`src/rtl/uart_rx_block_assembler_if.sv`:
```
// rtl/uart_rx_block_assembler_if.sv - AXI4-Stream style bundle shared by the byte and block streams
interface taxi_axis_if #(
  parameter int DATA_W = 8
);
  localparam int KEEP_W = (DATA_W + 7) / 8;

  logic [DATA_W-1:0] tdata;
  logic [KEEP_W-1:0] tkeep;
  logic              tvalid;
  logic              tready;
  logic              tlast;
  logic              tuser;

  modport src    (output tdata, tkeep, tvalid, tlast, tuser, input tready);
  modport snk    (input tdata, tkeep, tvalid, tlast, tuser, output tready);
  modport master (output tdata, tkeep, tvalid, tlast, tuser, input tready);
  modport slave  (input tdata, tkeep, tvalid, tlast, tuser, output tready);
endinterface

```
`src/rtl/uart_rx_block_assembler.sv`:
```
// rtl/uart_rx_block_assembler.sv - packs uart_rx bytes into whole AES blocks, dropping partial blocks on error or timeout
module uart_rx_block_assembler #(
  parameter int BLK_BYTES = 16,
  parameter int TIMEOUT_W = 16
) (
  input  logic                       clk,
  input  logic                       rst,
  taxi_axis_if.snk                   s_axis_rx,
  taxi_axis_if.src                   m_axis_blk,
  input  logic                       baud_clk,
  input  logic                       frame_error,
  input  logic                       parity_error,
  input  logic                       overrun_error,
  input  logic [TIMEOUT_W-1:0]       timeout_ticks,
  output logic                       busy,
  output logic [$clog2(BLK_BYTES):0] byte_cnt,
  output logic                       timeout_event,
  output logic                       err_drop,
  output logic [7:0]                 drop_count
);
  localparam int CNT_W = $clog2(BLK_BYTES) + 1;
  localparam int BLK_W = 8 * BLK_BYTES;
  localparam logic [CNT_W-1:0] LAST_CNT = CNT_W'(BLK_BYTES - 1);

  typedef enum logic [1:0] {
    IDLE = 2'd0,
    FILL = 2'd1,
    OUT  = 2'd2
  } state_t;

  state_t               state;
  logic [BLK_W-1:0]     blk_data;
  logic                 blk_valid;
  logic [TIMEOUT_W-1:0] tick_cnt;

  logic                 err_any;
  logic                 accept;
  logic                 tick_hit;
  logic [TIMEOUT_W-1:0] tick_inc;
  logic [CNT_W-1:0]     cnt_inc;
  logic [7:0]           drop_sat;
  logic                 unused_sideband;

  assign err_any  = frame_error | parity_error | overrun_error;
  assign accept   = s_axis_rx.tvalid && s_axis_rx.tready;
  assign tick_inc = tick_cnt + TIMEOUT_W'(1);
  assign cnt_inc  = byte_cnt + CNT_W'(1);
  assign drop_sat = (drop_count == 8'hFF) ? drop_count : drop_count + 8'd1;
  // Timeout only counts while a partial block is held and is disabled by a zero limit.
  assign tick_hit = (state == FILL) && baud_clk && (timeout_ticks != '0) && (tick_inc == timeout_ticks);

  assign s_axis_rx.tready = (state != OUT);
  assign m_axis_blk.tdata  = blk_data;
  assign m_axis_blk.tvalid = blk_valid;
  assign m_axis_blk.tlast  = 1'b1;
  assign m_axis_blk.tkeep  = '0;
  assign m_axis_blk.tuser  = 1'b0;

  // Byte-level sideband carries nothing useful for block assembly.
  assign unused_sideband = ^{s_axis_rx.tkeep, s_axis_rx.tlast, s_axis_rx.tuser};

  // Block assembly FSM: error beats byte, byte beats timeout, OUT ignores errors.
  always_ff @(posedge clk or negedge rst) begin
    if (!rst) begin
      state         <= IDLE;
      blk_data      <= '0;
      blk_valid     <= 1'b0;
      tick_cnt      <= '0;
      byte_cnt      <= '0;
      busy          <= 1'b0;
      timeout_event <= 1'b0;
      err_drop      <= 1'b0;
      drop_count    <= 8'd0;
    end else begin
      timeout_event <= 1'b0;
      err_drop      <= 1'b0;
      case (state)
        IDLE, FILL: begin
          if (err_any) begin
            // In IDLE nothing is held, so only a FILL error counts as a drop.
            if (state == FILL) begin
              err_drop   <= 1'b1;
              drop_count <= drop_sat;
            end
            state    <= IDLE;
            byte_cnt <= '0;
            tick_cnt <= '0;
            busy     <= 1'b0;
          end else if (accept) begin
            blk_data <= {blk_data[BLK_W-9:0], s_axis_rx.tdata};
            byte_cnt <= cnt_inc;
            tick_cnt <= '0;
            busy     <= 1'b1;
            if (byte_cnt == LAST_CNT) begin
              state     <= OUT;
              blk_valid <= 1'b1;
            end else begin
              state <= FILL;
            end
          end else if (tick_hit) begin
            timeout_event <= 1'b1;
            drop_count    <= drop_sat;
            state         <= IDLE;
            byte_cnt      <= '0;
            tick_cnt      <= '0;
            busy          <= 1'b0;
          end else if (state == FILL && baud_clk) begin
            tick_cnt <= tick_inc;
          end
        end
        OUT: begin
          if (m_axis_blk.tready) begin
            state     <= IDLE;
            blk_valid <= 1'b0;
            byte_cnt  <= '0;
            busy      <= 1'b0;
          end
        end
        default: begin
          state     <= IDLE;
          blk_valid <= 1'b0;
          byte_cnt  <= '0;
          tick_cnt  <= '0;
          busy      <= 1'b0;
        end
      endcase
    end
  end
endmodule

```
`src/flat_wrapper.sv`:
```
// flat-port wrapper written by rule: the top's interface ports become plain ports
module uart_rx_block_assembler_flat 
#(
  parameter int BLK_BYTES = 16,
  parameter int TIMEOUT_W = 16
)
  (clk, rst, baud_clk, frame_error, parity_error, overrun_error, timeout_ticks, busy, byte_cnt, timeout_event, err_drop, drop_count, s_axis_rx_tdata, s_axis_rx_tkeep, s_axis_rx_tvalid, s_axis_rx_tlast, s_axis_rx_tuser, s_axis_rx_tready, m_axis_blk_tdata, m_axis_blk_tkeep, m_axis_blk_tvalid, m_axis_blk_tlast, m_axis_blk_tuser, m_axis_blk_tready);
  taxi_axis_if #(.DATA_W(8)) s_axis_rx_i ();
  taxi_axis_if #(.DATA_W(128)) m_axis_blk_i ();
  input  logic clk;
  input  logic rst;
  input  logic baud_clk;
  input  logic frame_error;
  input  logic parity_error;
  input  logic overrun_error;
  input  logic [TIMEOUT_W-1:0] timeout_ticks;
  output logic busy;
  output logic [$clog2(BLK_BYTES):0] byte_cnt;
  output logic timeout_event;
  output logic err_drop;
  output logic [7:0] drop_count;
  input wire logic [$bits(s_axis_rx_i.tdata)-1:0] s_axis_rx_tdata;
  input wire logic [$bits(s_axis_rx_i.tkeep)-1:0] s_axis_rx_tkeep;
  input wire logic [$bits(s_axis_rx_i.tvalid)-1:0] s_axis_rx_tvalid;
  input wire logic [$bits(s_axis_rx_i.tlast)-1:0] s_axis_rx_tlast;
  input wire logic [$bits(s_axis_rx_i.tuser)-1:0] s_axis_rx_tuser;
  output wire logic [$bits(s_axis_rx_i.tready)-1:0] s_axis_rx_tready;
  output wire logic [$bits(m_axis_blk_i.tdata)-1:0] m_axis_blk_tdata;
  output wire logic [$bits(m_axis_blk_i.tkeep)-1:0] m_axis_blk_tkeep;
  output wire logic [$bits(m_axis_blk_i.tvalid)-1:0] m_axis_blk_tvalid;
  output wire logic [$bits(m_axis_blk_i.tlast)-1:0] m_axis_blk_tlast;
  output wire logic [$bits(m_axis_blk_i.tuser)-1:0] m_axis_blk_tuser;
  input wire logic [$bits(m_axis_blk_i.tready)-1:0] m_axis_blk_tready;
  assign s_axis_rx_i.tdata = s_axis_rx_tdata;
  assign s_axis_rx_i.tkeep = s_axis_rx_tkeep;
  assign s_axis_rx_i.tvalid = s_axis_rx_tvalid;
  assign s_axis_rx_i.tlast = s_axis_rx_tlast;
  assign s_axis_rx_i.tuser = s_axis_rx_tuser;
  assign s_axis_rx_tready = s_axis_rx_i.tready;
  assign m_axis_blk_tdata = m_axis_blk_i.tdata;
  assign m_axis_blk_tkeep = m_axis_blk_i.tkeep;
  assign m_axis_blk_tvalid = m_axis_blk_i.tvalid;
  assign m_axis_blk_tlast = m_axis_blk_i.tlast;
  assign m_axis_blk_tuser = m_axis_blk_i.tuser;
  assign m_axis_blk_i.tready = m_axis_blk_tready;
  uart_rx_block_assembler #(.BLK_BYTES(BLK_BYTES), .TIMEOUT_W(TIMEOUT_W)) u_core (.clk(clk), .rst(rst), .s_axis_rx(s_axis_rx_i), .m_axis_blk(m_axis_blk_i), .baud_clk(baud_clk), .frame_error(frame_error), .parity_error(parity_error), .overrun_error(overrun_error), .timeout_ticks(timeout_ticks), .busy(busy), .byte_cnt(byte_cnt), .timeout_event(timeout_event), .err_drop(err_drop), .drop_count(drop_count));
endmodule
```
`config.mk`:
```
export PLATFORM = sky130hd
export DESIGN_NAME = uart_rx_block_assembler_flat
export DESIGN_NICKNAME = d
export VERILOG_FILES = /design/src/rtl/uart_rx_block_assembler_if.sv /design/src/rtl/uart_rx_block_assembler.sv /design/src/flat_wrapper.sv
export SDC_FILE = /design/constraint.sdc
export NUM_CORES = 1
export LEC_CHECK = 0
export CAP_MARGIN = 10
export CORE_ASPECT_RATIO = 0.75
export CORE_MARGIN = 3
export CORE_UTILIZATION = 44
export DETAILED_ROUTE_END_ITERATION = 10
export PLACE_DENSITY_LB_ADDON = 0.3
export SLEW_MARGIN = 20
export SYNTH_ARGS = -nofsm -noshare
export SYNTH_HDL_FRONTEND = slang
export SYNTH_SLANG_ARGS = --single-unit
```
`constraint.sdc`:
```
create_clock -name clk -period 2.6 [get_ports clk]
set_input_delay 0.39 -clock clk [delete_from_list [all_inputs] [get_ports clk]]
set_output_delay 0.39 -clock clk [all_outputs]
set_load 0.005 [all_outputs]
```
# == Yosys cells after proc, flatten, opt, wreduce, memory -nomap -nowiden ==
# Index checks and enable logic that the tools add are counted.
# word_totals
elab_cells,80
output_inout_bits,164
in_bits,35
ff_bits,163
# classes
n_mux,37
bitwise,4
n_eq_ne,14
n_reduce_logical,13
addsub,3
# op_table
op,n
$mux 16,4
$mux 8,5
$pmux 16 s2,1
$mux 5,4
$add 16x1->16 const B,1
$eq 16x16->1,1
$reduce_bool 16->1,1
$mux 1,14
$mux 2,5
$pmux 5 s2,1
$add 8x1->8 const B,1
$eq 8x8->1 const B,1
$ne 2x2->1 const B,4
$reduce_and 4->1,2
$ne 2x1->1 const B,3
$add 5x1->5 const B,1
$eq 5x4->1 const B,1
$ne 5x1->1 const B,1
$logic_and 1x1->1,4
$ne 4x1->1 const B,1
$pmux 1 s2,2
$pmux 2 s2,1
$reduce_and 2->1,2
$reduce_and 3->1,1
7 further kinds,9

# == Depth between registers and ports, before layout ==
# logic_depth
word_depth,8
ltp_mapped,10
ltp_nobuf,8

# == Worst setup path before layout ==
# No wires, ideal clock.
# synth_timing
path_kind,register to register
from,register u_core.tick_cnt[0]
to,register u_core.tick_cnt[1]
t_arrival_ns,2.539
slack_ns,-0.061
synth_period_minus_slack_ns,2.661
setup_time_ns,0.122
path_buffers,1
required_ns,2.478
path_stages_with_launch,9
path_cell_list,dfrtp_1 -> ha_1 -> nand3_4 -> or4_4 -> or3b_4 -> a21oi_4 -> a41oi_1 -> buf_2 -> a32o_1
# synth_via
elab_chain_cells,7
elab_cells_between_ends,10
classes_between,add/sub: 1; eq/ne: 2; mux: 5; reduce/logical: 2
# synth_lines
element,line,rtl
from (decl),uart_rx_block_assembler.sv:34,logic [TIMEOUT_W-1:0] tick_cnt;
from (signal assigned),uart_rx_block_assembler.sv:108,tick_cnt <= tick_inc;
$add 16x1->16 (*),uart_rx_block_assembler.sv:46,assign tick_inc = tick_cnt + TIMEOUT_W'(1);
$eq 16x16->1,uart_rx_block_assembler.sv:50,assign tick_hit = (state == FILL) && baud_clk && (timeout_ticks != '0) && (tick_inc == timeout_ticks);
$logic_and 1x1->1,uart_rx_block_assembler.sv:50,
$mux 16,uart_rx_block_assembler.sv:100,end else if (tick_hit) begin
$mux 16,uart_rx_block_assembler.sv:89,end else if (accept) begin
$mux 16,uart_rx_block_assembler.sv:79,if (err_any) begin
$pmux 16 s2,uart_rx_block_assembler.sv:77,case (state)
# Every way passes the cells marked *; elsewhere a longest branch is shown, timed or not. The select of a mux whose other input is x is not followed.
# A chain may end at the register's enable or synchronous reset.

# == Final worst setup path ==
# layout_timing
from,register u_core.tick_cnt[1]
to,register u_core.tick_cnt[7]
# Same word-level chain as after synthesis.

==> results.toml <==
[run_status]
status = "finished, violations left"
failed_checks = "setup timing"

[job]
max_cap_violations = 0

[sta]
tns_ns = -0.348
finalHoldViolCount = 0
fmax_mhz = 374
rsz0062_at_grt = "yes"
skew_ns = 0.00804
setup_slack_ns = -0.0740
slew-limit-headroom_pct = 56.9
finalSetupViolations = 14
period_share_pct = 103
slew_violations = 0
worst_slew_pin_slew_ns = 0.646
finalCriticalPeriod_ns = 2.67

[floorplan]
pin_count = 199
rows = 40
fp.dieW_um = 155
coreArea_sq_mm = 0.0161
die-area_sq_mm = 0.0182
initial_utilization_pct = 45.3
die_h_um = 117

[placed_design]
io_buffer_count = 177
dp_hpwl_um = 13600
pre_cts_slack_ns = -0.133
place_congestion = 0.904
dp_cells = 1224

[synth]
async_reset_ff_share_pct = 100
synthFlopType = "dfrtp_1"
synth_warnings = 0
netlist_instances = 835
synth_seq_area_share_pct = 55.9
synth-edff-count = 0
syn_area_sq_mm = 0.00729
ys_seq_elements = 163
synth_cell_type_count = 55
synth.avg_cell_area_sq_um = 8.73

[detailed_routing]
drtIter0Drc = 446
dr_wl_met2_um = 8620
topRoutingLayerUsed = "met4"
drt-wirelength-per-cell_um = 15.7
via_per_inst = 5.09
ant_nets = 0
drt_first_pass_iters = 5
wl_met1_um = 8960
wl_met3_um = 1980
vias = 6441
drt_wl_total_um = 19800
drc = 0

[pwr]
power.density_mw_per_mm2 = 608
total_power_mw = 6.35
p_leak_nw = 5.02
peakVddDrop_v = 0.000403

[clock_tree]
clockBufferDepth = 2
cts_buffers = 17
cts-root-buf = "clkbuf_16"
clkTransAtPathRegs_ns = 0.06
cts_max_level = 4
clock-sinks = 163
clock_latency_ns = 0.43
cts_tree = "done"

[worst_hold_path]
worstHoldPathType = "flip-flop to flip-flop"
hold_depth = 2

[worst_setup_path]
path_cells = "ha_4, nand3_4, or4_4, or3b_4, a21oi_4, a41oi_4, buf_6, a31oi_1, a21oi_1"
critPathArrivalTime_ns = 2.98
cp_num_buf_inv = 1
ff2ff_path_depth = 9
cpPeakStageDelay_ns = 0.48
cp_top_family = "simple AND/OR/NAND/NOR gates"
startpoint_type = "flip-flop"
end_kind = "flip-flop"
path_max_fanout = 5
cp.depth = 9
worstSetupPathType = "flip-flop to flip-flop"
critical_path_required_ns = 2.90
crit_path_top_delay_cell = "or4_4"

[global_routing]
gr-usage-all-layers_pct = 21.7
grt_overflow = 0
grt_pass1_wl_um = 31700
antenna_found_initial = 0
grt_max_degree = 72
grt_pass1_vias = 6148

[finish]
stdcell_count = 1266
diodes = 0
drive_gt1_share_pct = 13.0
area_delta_synth_final_pct = 43.0
fin_nets = 1082
-- cell usage in the layout (no fill, tap or decap), types with 3 or more instances in the layout --
| cell | n |
|---|---|
| dfrtp_1 | 161 |
| nand2_1 | 411 |
| inv_1 | 11 |
| nand4_1 | 11 |
| xor2_1 | 9 |
| clkdlybuf4s50_1 | 176 |
| or3_1 | 4 |
| o211ai_1 | 4 |
| nor4_1 | 3 |
| xnor2_2 | 3 |
| clkbuf_16 | 17 |
| o21ai_0 | 5 |
| conb_1 | 18 |
| nand3_1 | 14 |
| a21oi_1 | 6 |
| clkinvlp_4 | 4 |
| a31oi_1 | 3 |
| and3_1 | 3 |
| a22oi_1 | 3 |
| nor3_1 | 14 |
| buf_12 | 6 |
| nor2_1 | 9 |
| xnor2_1 | 13 |
| o21a_1 | 5 |
| inv_8 | 4 |
| a211oi_2 | 3 |
| a21oi_2 | 4 |
| nor4_2 | 3 |
| mux2i_1 | 3 |
| a22oi_2 | 4 |
| ha_1 | 3 |
| buf_6 | 7 |
| o21ai_1 | 9 |
| buf_4 | 47 |
-- cells by family after synthesis --
family                   count (synthesis)  synth area share [%]
AO/OA/AOI/OAI                           66                  6.24
multiplexers                             4                 0.566
adder cells (fa/ha/maj)                  4                 0.686
AND/OR/NAND/NOR                        495                  28.3
buffers and inverters                   75                  5.08
XOR/XNOR                                26                  3.12
flip-flops                             163                  55.9
other                                    2                 0.103
-- where the power goes --
group | internal, mW | switching, mW
registers | 2.73 | 0.184
clock network | 1.45 | 1.11
logic | 0.505 | 0.372
-- per-stage QoR --
step / utilization [%] / instance area, sq um / hold WS (ns)
after detailed placement: 59.2 / 9530 / 0.443
after global placement: 59.2 / 9530 / 0.446
after floorplan: - / 7370 / 0.0944
after global routing: 64.7 / 10400 / 0.469
after CTS: 63.3 / 10200 / 0.466
final: 64.7 / 10400 / 0.480
-- final cells by class --
type                    count  area (sq um)
flip-flops and latches    163          4080
inverters                  11          41.3
multi-input cells         613          3120
repair buffers            237          2320
clock inverters            14           170
fillers                  1334          5690
clock buffers              18           429
well taps                 210           263
-- Yosys cell counts (2+ instances only) --
cell | count | area share [%]
mux2i_1 | 3 | 0.41
nor3_1 | 14 | 0.96
inv_1 | 11 | 0.57
nor2_1 | 10 | 0.51
o21ai_1 | 2 | 0.14
nand2_1 | 414 | 21
a22oi_1 | 7 | 0.72
buf_4 | 21 | 2.2
ha_1 | 4 | 0.69
a31oi_1 | 5 | 0.43
nor4_1 | 6 | 0.51
a211oi_1 | 2 | 0.21
a21oi_1 | 10 | 0.69
and2_1 | 2 | 0.17
and3_1 | 4 | 0.34
a41oi_1 | 2 | 0.24
nand3_1 | 14 | 0.96
o211ai_1 | 4 | 0.41
or3_1 | 5 | 0.43
o21a_1 | 5 | 0.51
conb_1 | 2 | 0.10
a21boi_0 | 2 | 0.21
xnor2_1 | 16 | 1.9
o311ai_0 | 3 | 0.36
nand4_1 | 11 | 0.94
o2111ai_1 | 2 | 0.24
clkbuf_1 | 35 | 1.8
xor2_1 | 10 | 1.2
o21ai_0 | 13 | 0.89
or4_1 | 2 | 0.21
buf_2 | 7 | 0.48
dfrtp_1 | 163 | 56
o22ai_1 | 2 | 0.17
-- worst reg2reg max path, cell delays in order, from the launching register on --
cell and delay, ns:
dfrtp_1 0.42, ha_4 0.17, nand3_4 0.07, or4_4 0.48, or3b_4 0.40, a21oi_4 0.27, a41oi_4 0.26, buf_6 0.22
a31oi_1 0.17, a21oi_1 0.09
-- layer usage --
metal	vias to the layer above	GRT usage, %
met5	-	0
li1	3090	-
met1	3088	30.1
met4	0	7.12
met3	23	8.53
met2	240	31.2
-- sequential cells by signal, summed over array words and instances, names as in the netlist --
signal,count
u_core.m_axis_blk.tdata,128
u_core.tick_cnt,16
u_core.drop_count,8
u_core.byte_cnt,5
u_core.state,2
u_core.busy,1
u_core.err_drop,1
u_core.m_axis_blk.tvalid,1
u_core.timeout_event,1
-- what timing repair did --
| action | 4_1_cts | 5_1_grt |
|---|---|---|
| cloned | 1 | 2 |
| pin swaps | 2 | 19 |
| hold buffers | 1 | 0 |
| buffers inserted | 1 | 5 |
| resized for setup | 8 | 49 |
| endpoints found under the hold margin | 63 | 0 |
| setup endpoints to repair | 23 | 27 |
-- final timing paths --
path / end / start / slack (ns)
min: u_core.m_axis_blk.tdata[127] / u_core.m_axis_blk.tdata[127] / 0.48
max in group asynchronous: u_core.tick_cnt[7] / rst / 1.32
min in group asynchronous: u_core.tick_cnt[2] / rst / 0.52
min reg2reg: u_core.m_axis_blk.tdata[127] / u_core.m_axis_blk.tdata[127] / 0.48
max: u_core.tick_cnt[7] / u_core.tick_cnt[1] / -0.07
max reg2reg: u_core.tick_cnt[7] / u_core.tick_cnt[1] / -0.07
(Power assumes the default switching activity.)
